### config.mk
export PLATFORM = sky130hd
export DESIGN_NAME = seq_memory
export DESIGN_NICKNAME = d
export VERILOG_FILES = /design/src/rtl/seq_memory_pkg.sv /design/src/rtl/seq_memory_ram.sv /design/src/rtl/seq_memory.sv
export SDC_FILE = /design/constraint.sdc
export NUM_CORES = 1
export LEC_CHECK = 0
export ABC_CLOCK_PERIOD_IN_PS = 3880
export CAP_MARGIN = 20
export CORE_MARGIN = 3
export CORE_UTILIZATION = 63
export CTS_BUF_LIST = sky130_fd_sc_hd__clkbuf_16
export CTS_CLUSTER_DIAMETER = 50
export DETAILED_ROUTE_END_ITERATION = 12
export GPL_TIMING_DRIVEN = 0
export PLACE_DENSITY_LB_ADDON = 0.25
export SLEW_MARGIN = 20
export SYNTH_ARGS = -nofsm -noshare
export SYNTH_HDL_FRONTEND = slang
export SYNTH_SLANG_ARGS = --single-unit
### constraint.sdc
create_clock -name clock -period 3.88 [get_ports clock]
set_clock_uncertainty 0.2 [all_clocks]
set_input_delay 0.388 -clock clock [delete_from_list [all_inputs] [get_ports clock]]
set_output_delay 0.388 -clock clock [all_outputs]
set_load 0.05 [all_outputs]
### src/rtl/seq_memory_pkg.sv
// Shared types and constants for the sequence word store.
package seq_memory_pkg;

  typedef enum logic [0:0] {
    IDLE = 1'b0,
    BUSY = 1'b1
  } state_e;

  localparam logic ON  = 1'b1;
  localparam logic OFF = 1'b0;

  // count must hold MEMORY_QTY itself, which can equal 2^ADDRESS_SIZE
  function automatic int count_width(input int address_size);
    return address_size + 1;
  endfunction

endpackage

### src/rtl/seq_memory_ram.sv
// Single-write, single-read word RAM with registered read and no reset so
// that it maps onto iCE40 EBR. Same-address read/write returns the old word.
module seq_memory_ram
  import seq_memory_pkg::*;
#(
  parameter int WORD_SIZE  = 8,
  parameter int MEMORY_QTY = 16,
  parameter int ADDR_W     = 4
) (
  input  logic                  clock,
  input  logic                  we,
  input  logic [ADDR_W-1:0]     waddr,
  input  logic [WORD_SIZE-1:0]  wdata,
  input  logic                  re,
  input  logic [ADDR_W-1:0]     raddr,
  output logic [WORD_SIZE-1:0]  rdata
);

  logic [WORD_SIZE-1:0] mem_q [MEMORY_QTY];
  logic [WORD_SIZE-1:0] rdata_q;

  // write port and registered read port share the system clock
  always_ff @(posedge clock) begin
    if (we == ON) begin
      mem_q[waddr] <= wdata;
    end
    if (re == ON) begin
      rdata_q <= mem_q[raddr];
    end
  end

  assign rdata = rdata_q;

endmodule

### src/rtl/seq_memory.sv
// Sequence word store: handshaked writes with a programmable busy window,
// per-address valid tracking, distinct-address count and a registered read.
// Define SEQ_MEMORY_BYPASS_EN to forward a same-edge write to a read of the
// same address; otherwise that read sees the old RAM word and valid bit.
module seq_memory
  import seq_memory_pkg::*;
#(
  parameter int WORD_SIZE    = 8,
  parameter int ADDRESS_SIZE = 4,
  parameter int MEMORY_QTY   = 16,
  parameter int WRITE_CYCLES = 2
) (
  input  logic                    clock,
  input  logic                    reset,
  input  logic                    w_en,
  input  logic [ADDRESS_SIZE-1:0] w_addr,
  input  logic [WORD_SIZE-1:0]    w_data,
  output logic                    w_ready,
  input  logic                    r_en,
  input  logic [ADDRESS_SIZE-1:0] r_addr,
  output logic [WORD_SIZE-1:0]    r_data,
  output logic                    r_valid,
  output logic                    r_hit,
  output logic [ADDRESS_SIZE:0]   count,
  output logic                    full,
  output logic                    w_err
);

  localparam int CW  = count_width(ADDRESS_SIZE);
  localparam int RAW = (MEMORY_QTY > 1) ? $clog2(MEMORY_QTY) : 1;
  localparam int BW  = $clog2(WRITE_CYCLES + 2);

  localparam logic [CW-1:0] QTY      = CW'(MEMORY_QTY);
  localparam logic [BW-1:0] BUSY_LD  = BW'(WRITE_CYCLES);
  localparam logic [BW-1:0] BUSY_ONE = BW'(1);

  localparam logic [0:0] ST_IDLE = IDLE;
  localparam logic [0:0] ST_BUSY = BUSY;

  logic [0:0]            state_q, state_d;
  logic [BW-1:0]         busy_cnt_q, busy_cnt_d;
  logic [MEMORY_QTY-1:0] valid_q, valid_d;
  logic [CW-1:0]         count_q, count_d;
  logic                  w_err_q, w_err_d;
  logic                  r_valid_q, r_valid_d;
  logic                  r_hit_q, r_hit_d;
  logic                  r_zero_q, r_zero_d;

  logic                  w_accept;
  logic                  w_in_range;
  logic                  w_commit;
  logic                  r_in_range;
  logic                  byp_now;
  logic [RAW-1:0]        w_idx;
  logic [RAW-1:0]        r_idx;
  logic [WORD_SIZE-1:0]  ram_rdata;

  assign w_in_range = ({1'b0, w_addr} < QTY);
  assign r_in_range = ({1'b0, r_addr} < QTY);
  assign w_idx      = w_addr[RAW-1:0];
  assign r_idx      = r_addr[RAW-1:0];
  assign w_ready    = (state_q == ST_IDLE);
  assign w_accept   = w_en && w_ready;
  assign w_commit   = w_accept && w_in_range;

  seq_memory_ram #(
    .WORD_SIZE  (WORD_SIZE),
    .MEMORY_QTY (MEMORY_QTY),
    .ADDR_W     (RAW)
  ) u_ram (
    .clock (clock),
    .we    (w_commit),
    .waddr (w_idx),
    .wdata (w_data),
    .re    (r_en),
    .raddr (r_idx),
    .rdata (ram_rdata)
  );

  // write-busy FSM: the counter holds the remaining busy cycles
  always_comb begin
    state_d    = state_q;
    busy_cnt_d = busy_cnt_q;
    case (state_q)
      ST_IDLE: begin
        if (w_accept && (WRITE_CYCLES > 0)) begin
          state_d    = ST_BUSY;
          busy_cnt_d = BUSY_LD;
        end
      end
      ST_BUSY: begin
        if (busy_cnt_q == BUSY_ONE) begin
          state_d    = ST_IDLE;
          busy_cnt_d = '0;
        end else begin
          busy_cnt_d = busy_cnt_q - BUSY_ONE;
        end
      end
      default: begin
        state_d    = ST_IDLE;
        busy_cnt_d = '0;
      end
    endcase
  end

  // valid bitmap, distinct-address count and out-of-range write flag
  always_comb begin
    valid_d = valid_q;
    count_d = count_q;
    w_err_d = OFF;
    if (w_commit) begin
      valid_d[w_idx] = ON;
      if (!valid_q[w_idx]) begin
        count_d = count_q + CW'(1);
      end
    end
    if (w_accept && !w_in_range) begin
      w_err_d = ON;
    end
  end

  // read side flags; r_zero forces r_data to 0 after reset or out-of-range
  always_comb begin
    r_valid_d = r_en;
    r_hit_d   = r_hit_q;
    r_zero_d  = r_zero_q;
    if (r_en) begin
      r_zero_d = !r_in_range;
      r_hit_d  = (r_in_range && valid_q[r_idx]) || byp_now;
    end
  end

  // control and bookkeeping registers
  always_ff @(posedge clock or posedge reset) begin
    if (reset) begin
      state_q    <= ST_IDLE;
      busy_cnt_q <= '0;
      valid_q    <= '0;
      count_q    <= '0;
      w_err_q    <= OFF;
      r_valid_q  <= OFF;
      r_hit_q    <= OFF;
      r_zero_q   <= ON;
    end else begin
      state_q    <= state_d;
      busy_cnt_q <= busy_cnt_d;
      valid_q    <= valid_d;
      count_q    <= count_d;
      w_err_q    <= w_err_d;
      r_valid_q  <= r_valid_d;
      r_hit_q    <= r_hit_d;
      r_zero_q   <= r_zero_d;
    end
  end

`ifdef SEQ_MEMORY_BYPASS_EN
  logic                 byp_q, byp_d;
  logic [WORD_SIZE-1:0] byp_data_q, byp_data_d;

  assign byp_now = r_en && w_commit && (r_addr == w_addr);

  // capture the forwarded word alongside the read it belongs to
  always_comb begin
    byp_d      = byp_q;
    byp_data_d = byp_data_q;
    if (r_en) begin
      byp_d = byp_now;
      if (byp_now) begin
        byp_data_d = w_data;
      end
    end
  end

  // forwarding registers
  always_ff @(posedge clock or posedge reset) begin
    if (reset) begin
      byp_q      <= OFF;
      byp_data_q <= '0;
    end else begin
      byp_q      <= byp_d;
      byp_data_q <= byp_data_d;
    end
  end

  assign r_data = r_zero_q ? '0 : (byp_q ? byp_data_q : ram_rdata);
`else
  assign byp_now = OFF;
  assign r_data  = r_zero_q ? '0 : ram_rdata;
`endif

  assign r_valid = r_valid_q;
  assign r_hit   = r_hit_q;
  assign count   = count_q;
  assign full    = (count_q == QTY);
  assign w_err   = w_err_q;

endmodule

== After elaboration in Yosys (flattened, before gate mapping) ==
Memory sizes are Yosys's and may differ from the RTL's. A register that Yosys moved wholly into a read port is not among the register bits.
Index checks and enable logic that the tools add are counted.

* Bits in writable memories: 128
* Bits in latches: 0
* Memories: 1
* Register bits after elaboration: 27
* Word-level logic and storage cells: 36
* Output and inout bits: 18
* ROM bits: 0

{| class="wikitable"
|+ Memories
! name !! words !! width !! rd ports !! clocked after memory_dff !! wr ports !! line !! source
|-
| u_ram.mem_q || 16 || 8 || 1 || 1 || 1 || seq_memory_ram.sv:19 || <nowiki>logic [WORD_SIZE-1:0] mem_q [MEMORY_QTY];</nowiki>
|}

* Muxes and demuxes: 14
* Shift-type cells: 0
* Equality and inequality tests: 3
* Bitwise gates (word level): 3
* Add/sub/neg operators: 2
* Multipliers: 0
* Div/mod/pow operators: 0
* Order comparisons: 3
* Reduce and logical (&&, ||, !) cells: 3

{| class="wikitable"
|+ Operator list
! kind !! number
|-
| $or 16x16->16 || 1
|-
| $lt 4x5->1 const B || 2
|-
| $bmux 1 s4 || 2
|-
| $mux 8 || 1
|-
| $mux 1 || 6
|-
| $add 5x1->5 const B || 1
|-
| $eq 5x5->1 const B || 1
|-
| $demux 1 s4 || 1
|-
| $ge 4x1->1 const B || 1
|-
| $mux 2 || 2
|-
| $pmux 2 s2 || 1
|-
| $eq 2x1->1 const B || 1
|-
| $logic_and 1x1->1 || 2
|-
| $ne 2x1->1 const B || 1
|-
| $not 1->1 || 2
|-
| $pmux 1 s2 || 1
|-
| $reduce_and 2->1 || 1
|-
| $sub 2x1->2 const B || 1
|}

== Logic depth before layout (Yosys ltp) ==
* Depth after elaboration: 5
* Depth in mapped cells: 6

== Modules after synthesis ==
From an unflattened synthesis, not the netlist that was laid out.

* Cells, all modules: 349
* Area total of the unflattened synthesis: 6686.4 um^2

{| class="wikitable"
|+ By module, submodules not included
! module !! area each (um^2) !! cells each !! instances !! sequential area each (um^2)
|-
| seq_memory_ram || 5227.5 || 229 || 1 || 4083.9
|-
| seq_memory || 1458.9 || 120 || 1 || 676.9
|}

== Least setup slack after synthesis ==
No wires, ideal clock.

* Kind: reg2out
* Start point: register count_q[0], in the netlist count[0]
* End point: output full
* Data required time: 3292 ps
* Arrival: 1947 ps
* Path buffers: 0
* Path slack: 1345 ps
* Cell stages (with the launch flop): 5
* Path through: dfrtp_1 inv_1 ha_1 nand2_1 nor3_1

* Longest elaborated chain between the ends: 1

{| class="wikitable"
|+ RTL lines
! element !! line !! source
|-
| from (decl) || seq_memory.sv:43 || <nowiki>logic [CW-1:0] count_q, count_d;</nowiki>
|-
| from (signal assigned) || seq_memory.sv:148 || <nowiki>count_q <= count_d;</nowiki>
|-
| $eq 5x5->1 || seq_memory.sv:194 || <nowiki>assign full = (count_q == QTY);</nowiki>
|-
| to (decl) || seq_memory.sv:25 || <nowiki>output logic full,</nowiki>
|}

Every way passes these cells.

== Worst setup path in the final report ==
Same ends and word-level chain as after synthesis.

==> flow_summary_export.csv <==
group,metric,value,unit
setup_path,path_class,"reg -> out",
finish,syn2layout_area_growth,18.3,%
synth,yosys_warnings,0,
route,remaining_drc_errors,0,
synth,synth-seq-cells,163,
timing,fmax,0.378,GHz
finish,final_common_cell,"edfxtp_1",
pwr,ir_drop,0.000386,V
synth,synth_cell_types,36,
setup_path,path_cells,"inv_1 > ha_1 > nand2_1 > nor3_1 > clkdlybuf4s50_1",
die,initial_utilization,65.4,%
placement,port_buffers,31,
route,vias,3393,
route,drt-pass1-iter-count,5,
timing,maxSlewViolCount,0,
clock_network,post_cts_resized,0,
die,die_h,107,µm
timing,fin_ws,1230,ps
clock_network,post-cts-setup-buffer-count,0,
global_routing,grt.overflow.total,0,
timing,hold_viol,0,
timing,setup_viol,0,
setup_path,cp-end-kind,"primary output",
finish,nNetsFinal,396,
setup_path,cp_slowest_cell,"clkdlybuf4s50_1",
pwr,fin_total_pwr,4710,µW
clock_network,cts_max_path_buffers,2,
setup_path,cp_max_fo,5,
job,cap_viol_max_count,0,
setup_path,cp.arrival,2060,ps
finish,antennaDiodeCount,0,
timing,rsz0062_at_grt,"false",
global_routing,grt_pass1_wl,21500,µm
pwr,leakage,0.00261,µW
synth,syn_inst,318,
timing,fin_setup_tns,0,ps
clock_network,root_buffer,"clkbuf_16",
placement,place.gp.congestion,0.836,
finish,layout_common_cells,"edfxtp_1, mux4_2, clkdlybuf4s50_1, dfrtp_1, clkbuf_16",
pwr,p_per_area,614,nW/µm²
route,wire_per_inst,27.0,µm
clock_network,cts_max_level,4,
clock_network,cts_tree,"done",
finish,drive_gt1_share,28.8,%
hold_path,hold_class,"in -> async",
route,antenna_left,0,
route,drt_wl_total,14000,µm
global_routing,grt_max_degree,28,
synth,syn_area_per_cell,20.4,µm²
clock_network,hold_buffers,0,
route,initialDrtViolationCount,369,
clock_network,worstSkewPairLatency,420,ps
setup_path,start_kind,"register",
setup_path,worstPathRequired,3290,ps
die,rows,36,
placement,placedCellCount,486,
timing,post-route-period-util,68.2,%
clock_network,cts_made_buffers,17,
timing,holdWs,171,ps
timing,slew_headroom,24.5,%
placement,dp_slack,825,ps
global_routing,grtUsageTotal,27.1,%
route,vias_per_cell,6.54,
placement,dp_hpwl,8610,µm
global_routing,first_global_vias,3595,
finish,final_cell_count_no_fill,519,
die,die_x,107,µm
synth,synth-seq-area-share,73.5,%
timing,min_period,2650,ps
die,num_io_pins,38,
synth,syn-num-nets,341,
clock_network,cts_sinks,163,
timing,tightest_slew,1130,ps
synth,synthesis.area,6480,µm²
die,dieArea,11500,µm²
global_routing,grt_antenna_before_repair,0,
clock_network,path_clk_slew,60,ps
setup_path,slowest_delay,830,ps
status,status,"completed",
die,coreArea,9910,µm²
==> cells in the mapped netlist <==
cell type	count	area [µm²]
or2_2	16	100
dfrtp_1	26	651
dfstp_2	1	26.3
ha_1	3	37.5
buf_1	2	7.51
o311a_1	1	10.0
a2bb2oi_1	1	8.76
buf_4	1	7.51
conb_1	1	3.75
nand2b_1	3	18.8
nand3_1	1	5.00
nand4_1	5	31.3
and3_1	2	12.5
nand3b_1	1	7.51
or3_1	2	12.5
mux4_2	44	991
a22oi_2	1	12.5
mux2_2	4	45.0
nor2b_1	10	62.6
edfxtp_1	136	4080
nor3_1	6	30.0
nor2_1	13	48.8
o21ai_0	2	10.0
and2_1	1	6.26
buf_6	1	11.3
clkbuf_1	6	22.5
mux4_1	2	52.6
xnor2_1	4	35.0
a222oi_1	1	10.0
mux2_4	1	15.0
inv_1	7	26.3
buf_2	4	20.0
nor3b_1	2	15.0
mux2i_1	2	20.0
nand2_1	4	15.0
o221ai_1	1	8.76
==> routing by layer <==
layer	global-route usage (%)	wire (µm)
met1	36.8	5410
met2	41.4	6850
met3	6.78	1130
met4	14.4	630
met5	0	0
==> stage by stage <==
stage                     util, %  area [µm²]
after floorplan                 -        6480
after global placement       70.2        6960
after detailed placement     70.8        7020
after CTS                    77.3        7660
after global routing         77.3        7660
final                        77.3        7660
==> state kept, by name, indices dropped and copies added (netlist names) <==
signal       count
u_ram.mem_q    128
valid_q         16
u_ram.rdata      8
count            5
busy_cnt_q       2
r_hit            1
r_valid          1
r_zero_q         1
state_q          1
==> layout make-up <==
cell class / instances / area [µm²]
Inverter: 7 / 26.3
Timing Repair Buffer: 36 / 359
Sequential cell: 163 / 4760
Buffer: 14 / 68.8
Clock buffer: 17 / 425
Tap cell: 133 / 166
Multi-Input combinational cell: 134 / 1650
Clock inverter: 15 / 213
Fill cell: 532 / 2240
==> power breakdown <==
group	internal [µW]	leakage (µW)	switching [µW]
combinational	331	0.000762	396
sequential	2060	0.00155	124
clock	1140	0.000300	657
total	3530	0.00261	1180
==> cell families (layout without fill, tap and decap cells) <==
group,count (synthesis),count (layout),synth area share (%)
AO/OA/AOI/OAI,7,7,0.927
XOR/XNOR,4,4,0.540
adder cells (fa/ha/maj),3,3,0.579
buffers and inverters,21,89,1.47
flip-flops,163,163,73.5
multiplexers,53,53,17.3
other,1,1,0.0579
AND/OR/NAND/NOR,66,66,5.64
==> worst max-delay path, delay by kind of cell (launching register included) <==
kind / cells / cell delay, ps
and+or+nand+nor: 2 / 180
buffers and inverters: 2 / 910
DFF: 1 / 430
adders and majority gates: 1 / 130
==> final timing paths <==
path | startpoint | end | slack [ps] | cells past startpoint
setup reg to reg | state_q | u_ram.mem_q[4][5] | 1530 | 3
hold / removal | reset | r_valid | 170 | 2
hold reg to reg | count[4] | count[4] | 300 | 1
min in group clock | count[4] | count[4] | 300 | 1
setup / recovery | count[0] | full | 1230 | 5
max in group asynchronous | reset | count[1] | 2910 | 2
(Power assumes the default switching activity.)
